==> config.mk <==
export PLATFORM = sky130hd
export DESIGN_NAME = l1_l2_arbiter_flat
export DESIGN_NICKNAME = d
export VERILOG_FILES = /design/src/rtl/l1_l2_arbiter_pkg.sv /design/src/rtl/l1_l2_arbiter_if.sv /design/src/rtl/l1_l2_arbiter_priority.sv /design/src/rtl/l1_l2_arbiter.sv /design/src/flat_wrapper.sv
export SDC_FILE = /design/constraint.sdc
export NUM_CORES = 1
export LEC_CHECK = 0
export BUFFER_PORTS_ARGS = -buffer_cell sky130_fd_sc_hd__buf_2
export CAP_MARGIN = 20
export CORE_AREA = 5 5 641 643
export CTS_BUF_LIST = sky130_fd_sc_hd__clkbuf_2
export DETAILED_ROUTE_END_ITERATION = 10
export DIE_AREA = 0 0 646 648
export SYNTH_ARGS = -nofsm -noshare
export SYNTH_HDL_FRONTEND = slang
export SYNTH_HIERARCHICAL = 1
export SYNTH_SLANG_ARGS = --single-unit
==> constraint.sdc <==
create_clock -name clk -period 1.9 [get_ports clk]
set_input_delay 0.095 -clock clk [delete_from_list [all_inputs] [get_ports clk]]
set_output_delay 0.095 -clock clk [all_outputs]
set_load 0.02 [all_outputs]
==> src/rtl/l1_l2_arbiter_pkg.sv <==
// Cache request/feedback structs shared by L1 and L2, plus the arbiter state and client enums.
// Round-robin collision handling is selected by the ARB_ROUND_ROBIN_EN macro.
package l1_cache_types;
    typedef struct packed {
        logic [31:0]  mem_address;
        logic         mem_read;
        logic         mem_write;
        logic [255:0] mem_wdata256;
    } l1_cache_request;

    typedef struct packed {
        logic         mem_resp;
        logic [255:0] mem_rdata256;
    } l1_cache_feedback;

    localparam l1_cache_request REQ_ZERO = '{mem_address: 32'd0, mem_read: 1'b0,
                                              mem_write: 1'b0, mem_wdata256: 256'd0};
endpackage

package l1_arbiter_types;
    import l1_cache_types::*;

    typedef enum logic [2:0] {
        IDLE    = 3'd0,
        GRANT_I = 3'd1,
        GRANT_D = 3'd2,
        RESP_I  = 3'd3,
        RESP_D  = 3'd4
    } arb_state_t;

    typedef enum logic {
        CLIENT_I = 1'b0,
        CLIENT_D = 1'b1
    } client_sel_t;

    function automatic logic is_pending(input l1_cache_request r);
        return r.mem_read | r.mem_write;
    endfunction
endpackage

==> src/rtl/l1_l2_arbiter_if.sv <==
// Request/feedback pair between a cache requester (master) and a cache responder (slave).
interface l1_l2_arbiter_if;
    import l1_cache_types::*;

    l1_cache_request  req;
    l1_cache_feedback fb;

    modport master (output req, input fb);
    modport slave  (input req, output fb);
endinterface

==> src/rtl/l1_l2_arbiter_priority.sv <==
// Collision winner select for the L1/L2 arbiter. With ARB_ROUND_ROBIN_EN the preferred
// client alternates after every grant; otherwise the D-cache always wins a collision.
module l1_arbiter_priority
    import l1_arbiter_types::*;
(
`ifdef ARB_ROUND_ROBIN_EN
    input  logic        clk,
    input  logic        rst_n,
    input  logic        grant_en,
`endif
    input  logic        i_pend,
    input  logic        d_pend,
    output client_sel_t winner
);

    client_sel_t pref_s;

`ifdef ARB_ROUND_ROBIN_EN
    client_sel_t ptr_r;

    // Preference pointer: after a grant, favour the client that was not just served
    always_ff @(posedge clk or negedge rst_n) begin
        if (!rst_n) begin
            ptr_r <= CLIENT_D;
        end else if (grant_en) begin
            ptr_r <= (winner == CLIENT_D) ? CLIENT_I : CLIENT_D;
        end else begin
            ptr_r <= ptr_r;
        end
    end

    assign pref_s = ptr_r;
`else
    assign pref_s = CLIENT_D;
`endif

    // Winner: a lone pending client wins outright, a collision goes to the preferred one
    always_comb begin
        winner = CLIENT_D;
        if (i_pend && !d_pend) begin
            winner = CLIENT_I;
        end else if (d_pend && !i_pend) begin
            winner = CLIENT_D;
        end else if (i_pend && d_pend) begin
            winner = pref_s;
        end else begin
            winner = CLIENT_D;
        end
    end

endmodule

==> src/rtl/l1_l2_arbiter.sv <==
// Two-client (I-cache / D-cache) arbiter in front of a shared L2 with one transaction in flight.
// Define ARB_ROUND_ROBIN_EN for alternating collision priority; default is fixed D-cache priority.
module l1_l2_arbiter
    import l1_cache_types::*;
    import l1_arbiter_types::*;
(
    input  logic            clk,
    input  logic            rst_n,
    l1_l2_arbiter_if.slave  icache,
    l1_l2_arbiter_if.slave  dcache,
    l1_l2_arbiter_if.master l2
);

    arb_state_t       state_r;
    arb_state_t       state_nxt_s;
    l1_cache_request  req_q;
    logic [255:0]     rdata_q;
    logic             i_pend_s;
    logic             d_pend_s;
    logic             grant_en_s;
    logic             in_grant_s;
    client_sel_t      winner_s;
    l1_cache_request  l2_req_s;
    l1_cache_feedback icache_fb_s;
    l1_cache_feedback dcache_fb_s;

    assign i_pend_s   = is_pending(icache.req);
    assign d_pend_s   = is_pending(dcache.req);
    assign grant_en_s = (state_r == IDLE) && (i_pend_s || d_pend_s);
    assign in_grant_s = (state_r == GRANT_I) || (state_r == GRANT_D);

    l1_arbiter_priority u_priority (
`ifdef ARB_ROUND_ROBIN_EN
        .clk      (clk),
        .rst_n    (rst_n),
        .grant_en (grant_en_s),
`endif
        .i_pend   (i_pend_s),
        .d_pend   (d_pend_s),
        .winner   (winner_s)
    );

    // Next-state selection; client inputs only matter in IDLE, L2 response only in GRANT
    always_comb begin
        state_nxt_s = state_r;
        case (state_r)
            IDLE: begin
                if (grant_en_s) begin
                    state_nxt_s = (winner_s == CLIENT_D) ? GRANT_D : GRANT_I;
                end else begin
                    state_nxt_s = IDLE;
                end
            end
            GRANT_I: begin
                if (l2.fb.mem_resp) begin
                    state_nxt_s = RESP_I;
                end else begin
                    state_nxt_s = GRANT_I;
                end
            end
            GRANT_D: begin
                if (l2.fb.mem_resp) begin
                    state_nxt_s = RESP_D;
                end else begin
                    state_nxt_s = GRANT_D;
                end
            end
            RESP_I:  state_nxt_s = IDLE;
            RESP_D:  state_nxt_s = IDLE;
            default: state_nxt_s = IDLE;
        endcase
    end

    // State register
    always_ff @(posedge clk or negedge rst_n) begin
        if (!rst_n) begin
            state_r <= IDLE;
        end else begin
            state_r <= state_nxt_s;
        end
    end

    // Capture the winner's request at grant time and L2 read data when L2 answers
    always_ff @(posedge clk or negedge rst_n) begin
        if (!rst_n) begin
            req_q   <= REQ_ZERO;
            rdata_q <= 256'd0;
        end else begin
            if (grant_en_s) begin
                req_q <= (winner_s == CLIENT_D) ? dcache.req : icache.req;
            end else begin
                req_q <= req_q;
            end
            if (in_grant_s && l2.fb.mem_resp) begin
                rdata_q <= l2.fb.mem_rdata256;
            end else begin
                rdata_q <= rdata_q;
            end
        end
    end

    // Outputs decoded purely from flops; address/wdata keep their last captured value
    always_comb begin
        l2_req_s           = req_q;
        l2_req_s.mem_read  = req_q.mem_read & in_grant_s;
        l2_req_s.mem_write = req_q.mem_write & in_grant_s;
        icache_fb_s        = '{mem_resp: (state_r == RESP_I), mem_rdata256: rdata_q};
        dcache_fb_s        = '{mem_resp: (state_r == RESP_D), mem_rdata256: rdata_q};
    end

    assign l2.req    = l2_req_s;
    assign icache.fb = icache_fb_s;
    assign dcache.fb = dcache_fb_s;

endmodule

==> src/flat_wrapper.sv <==
// flat-port wrapper written by rule: the top's interface ports become plain ports
module l1_l2_arbiter_flat import l1_cache_types::*; import l1_arbiter_types::*;
  (clk, rst_n, icache_req, icache_fb, dcache_req, dcache_fb, l2_req, l2_fb);
  l1_l2_arbiter_if icache_i ();
  l1_l2_arbiter_if dcache_i ();
  l1_l2_arbiter_if l2_i ();
  input  logic clk;
  input  logic rst_n;
  input wire logic [$bits(icache_i.req)-1:0] icache_req;
  output wire logic [$bits(icache_i.fb)-1:0] icache_fb;
  input wire logic [$bits(dcache_i.req)-1:0] dcache_req;
  output wire logic [$bits(dcache_i.fb)-1:0] dcache_fb;
  output wire logic [$bits(l2_i.req)-1:0] l2_req;
  input wire logic [$bits(l2_i.fb)-1:0] l2_fb;
  assign icache_i.req = icache_req;
  assign icache_fb = icache_i.fb;
  assign dcache_i.req = dcache_req;
  assign dcache_fb = dcache_i.fb;
  assign l2_req = l2_i.req;
  assign l2_i.fb = l2_fb;
  l1_l2_arbiter u_core (.clk(clk), .rst_n(rst_n), .icache(icache_i), .dcache(dcache_i), .l2(l2_i));
endmodule
==> flow_summary.yaml, run 1 <==
floorplanning:
  die_width_um: 646
  dieHeight_um: 648
  placementRows: 234
  initial_core_util_pct: 6.90
  ioPinCount: 1643
status:
  status: "did not finish"
  lastStage: "clock tree synthesis (4_1_cts)"
  tool.error: "[ERROR RSZ-0060] Max buffer count reached."
synth:
  synth_top_area_share_pct: 49.2
  yosys_warnings: 6
  synth_area_per_cell_um2: 11.5
  yosys-top-cells-area: "dfrtp_1 49%, buf_4 15%, mux2i_1 10%, mux2_2 8.9%, a31oi_1 6.5%"
  ys_ff_latch: 549
  syn_nets: 3270
  ys_types: 27
  syn_area_um2: 27900
  synth_top_area_cell: "dfrtp_1"
  synthCells: 2431
  yosysSeqAreaShare_pct: 49.2
cts:
  ctsResizeCount: 1843
  cts_hold_buf: 1863
  cts.sinks: 549
  htreeDepth: 4
  root_buffer: "clkbuf_2"
  postCtsSetupRepairBufs: 116
  cts_max_path_buffers: 4
  cts_buffers: 164
place:
  dp.cells: 8910
  place_hpwl_um: 257000
  gp_congestion: 0.938
  post_dp_cell_area_um2: 39600
  portBuffers: 1642
synth_stat cells (all sizes together):
cell	count
nand2b	1
nor4bb	1
or4	1
nor3b	2
or2	2
mux2i	290
nor2	1
buf	636
and3b	1
a2111oi	1
nor2b	1
inv	1
nor3	2
a211oi	1
xnor2	1
and2	2
mux2	256
clkbuf	101
a31oi	290
a21oi	291
dfrtp	549
cells by family after synthesis:
family          count (synthesis)  share of synthesized area (%)
compound gates                583                           11.8
buf+inv                       738                           17.9
mux                           546                           20.7
flops                         549                           49.2
xor+xnor                        1                         0.0314
simple gates                   14                          0.368
metrics by stage:
step	worst slack, ps	hold slack [ps]
detailed placement	-48.0	139
floorplan	234	-201
global placement	-59.9	138
==> run 2, diff against run 1 <==
--- a/config.mk
+++ b/config.mk
@@ -7,10 +7,10 @@
 export LEC_CHECK = 0
 export BUFFER_PORTS_ARGS = -buffer_cell sky130_fd_sc_hd__buf_2
 export CAP_MARGIN = 20
-export CORE_AREA = 5 5 641 643
-export CTS_BUF_LIST = sky130_fd_sc_hd__clkbuf_2
+export CORE_AREA = 5 5 629 631
 export DETAILED_ROUTE_END_ITERATION = 10
-export DIE_AREA = 0 0 646 648
+export DIE_AREA = 0 0 634 636
+export PLACE_DENSITY_LB_ADDON = 0.15
 export SYNTH_ARGS = -nofsm -noshare
 export SYNTH_HDL_FRONTEND = slang
 export SYNTH_HIERARCHICAL = 1
==> run 2 against run 1 <==
Against the previous run: the flow now finishes, with violations (negative setup slack); synthesized cell count did not move; area after synthesis did not move.
==> flow_summary.yaml, run 2 <==
status:
  status: "finished with violations"
  failed_checks: "negative setup slack"
grt:
  first_global_vias: 29700
  grt_max_degree: 82
  overflow: 0
  grt_usage_pct: 11.8
  grt_antenna_before_repair: 69
  grt_pass1_wl_um: 315000
power:
  clock_power_share_pct: 17.2
  combPwrFrac_pct: 58.5
  p_seq_share_pct: 24.3
  p_leak_nw: 25.0
  peakVddDrop_mv: 1.31
  netSwitchingPower_w: 0.0476
  power_density_nw_per_um2: 1750
  internal_power_w: 0.0482
  switching_share_pct: 49.7
sta:
  clock_skew_ps: 68.3
  grt_setup_unrepaired: "true"
  timing.final.crit_share_pct: 112
  relSlewSlack_pct: 50.3
  layout_setup_ws_ps: -223
  tightest_slew_ps: 724
  min_period_ps: 2120
  fmax_ghz: 0.471
  whs_ps: 54.9
  finalMaxSlewViolations: 0
  final-setup-viol-count: 440
  hold_viol: 0
cts:
  cts_max_path_buffers: 4
  clk_pin_slew_ps: 60
  root_buffer: "clkbuf_16"
  cts_buffers: 86
  clock_latency_ps: 810
  htreeDepth: 3
  cts_tree: "built"
  cts.sinks: 549
floorplanning:
  dieHeight_um: 636
  die_area_um2: 403000
  placementRows: 229
  ioPinCount: 1643
  fp.coreArea_um2: 389000
  initial_core_util_pct: 7.18
  die_width_um: 634
routing:
  drt_iter0_drc: 1127
  routed_wl_um: 257000
  wl_per_cell_um: 25.9
  via_per_inst: 2.84
  routed-via-count: 28200
  ant_nets: 0
  drt_pass1_iterations: 4
  drc: 0
setup_path:
  worstPathRequired_ps: 2550
  critPathMaxFanout: 8
  crit_slowest_cell: "dfrtp_1"
  slowest_delay_ps: 410
  path_cells: "xnor2_2 > buf_4 > nor3b_4 > buf_12 > buf_16 > buf_12 > clkbuf_16 > mux2_4"
  startpoint_type: "register"
  cp_common_cell: "buf_12"
  criticalPathCategory: "register to register"
  crit_arrival_ps: 2770
  critPathCaptureType: "register"
synth:
  synth_top_area_cell: "dfrtp_1"
  yosys-top-cells-area: "dfrtp_1 49%, buf_4 15%, mux2i_1 10%, mux2_2 8.9%, a31oi_1 6.5%"
  syn_area_um2: 27900
  synth_flop_cell: "dfrtp_1"
  synth_area_per_cell_um2: 11.5
  ys_top_cells_by_count: "569 x buf_4, 549 x dfrtp_1, 291 x a21oi_1"
  yosysMostFrequentCell: "buf_4"
  synth_top_area_share_pct: 49.2
  yosysSeqAreaShare_pct: 49.2
  ys_types: 27
  synthCells: 2431
  synth_edf_count: 0
  synthArstFlopShare_pct: 100
  yosys_warnings: 6
  ys_ff_latch: 549
  syn_nets: 3270
place:
  portBuffers: 1642
  pre_cts_ws_ps: -500
  gp_congestion: 0.851
  place_hpwl_um: 214000
layout:
  nets: 5485
  largest_reg_flops: 288
  layout_common_cells: "1632 x buf_2, 921 x dlygate4sd3_1, 548 x dfrtp_1"
  final_common_cell: "buf_2"
  drive_above_1_share_pct: 49.7
  area_growth_pct: 95.9
flow_run:
  cap_viol_max_count: 0
worst_hold_path:
  min_path_type: "primary input to register"
-- run 2: cell counts after synthesis --
No cell type changed its count.
-- run 2: kinds of logic after synthesis --
| logic type | Yosys count | share of synthesized area [%] |
|---|---|---|
| XOR/XNOR | 1 | 0.0314 |
| buffers and inverters | 738 | 17.9 |
| multiplexers | 546 | 20.7 |
| flip-flops | 549 | 49.2 |
| AO/OA/AOI/OAI | 583 | 11.8 |
| AND/OR/NAND/NOR | 14 | 0.368 |
-- run 2: power by group through the flow --
stage / registers (W) / clock network (W) / logic (W)
detailed placement: 0.0235 / 0 / 0.0486
floorplan: 0.0244 / 0 / 0.0268
CTS: 0.0235 / 0.0174 / 0.0535
global placement: 0.0234 / 0 / 0.0487
global route: 0.0241 / 0.0177 / 0.0597
finish: 0.0233 / 0.0165 / 0.0560
-- run 2: timing repair --
action,in CTS,in global routing
pin swaps,6,4
hold endpoints to repair,1095,0
gates resized for setup,191,118
cloned,8,43
endpoints found under the setup margin,111,370
setup buffers,20,23
hold buffers,923,0
-- run 2: metal layers --
metal / part of all wire [%] / GRT usage, %
met5: 0.045 / 0
met1: 35 / 11.8
met4: 3.3 / 3.51
met2: 53 / 22.4
met3: 9.1 / 4.60
-- run 2: through the flow --
step,total power (W),instances,cell area (um^2),util [%],TNS (ps)
2_1_floorplan,0.0512,2431,27900,-,0
3_5_place_dp,0.0721,8745,39800,10.3,-17310
5_1_grt,0.102,9916,54700,14.1,-80540
4_1_cts,0.0944,9845,53100,13.7,-34240
3_3_place_gp,0.0721,8745,39800,10.3,-19930
6_report,0.0957,9923,54700,14.1,-44250
-- run 2: critical path: cells and delay by family (launching register included) --
family,cells,cell delay (ps)
AND/OR/NAND/NOR,1,230
XOR/XNOR,1,170
multiplexers,1,300
flip-flops,1,410
buffers and inverters,5,820
-- run 2: area by class of cell --
class / count / area [um^2]
fillers: 44300 / 334000
repair buffers: 2864 / 21700
flip-flops and latches: 549 / 13700
multi-input cells: 1144 / 9910
well taps: 5197 / 6500
clock buffers: 127 / 2530
clock inverters: 23 / 297
diodes: 18 / 45.0
inverters: 1 / 3.75
-- run 2: worst paths after layout --
check / start / endpoint / slack, ps / depth (start not counted)
worst min register to register: u_core/rdata_q[136] / u_core/rdata_q[136] / 530 / 1
max in group asynchronous: rst_n / u_core/rdata_q[69] / 1100 / 4
worst max-delay path: u_core/state_r[1] / u_core/rdata_q[65] / -220 / 8
worst min-delay path: icache_req[188] / u_core/l2.req[188] / 50 / 4
min in group asynchronous: rst_n / u_core/l2.req[191] / 100 / 3
worst max register to register: u_core/state_r[1] / u_core/rdata_q[65] / -220 / 8
No activity file was read; power rests on OpenSTA's default activity.
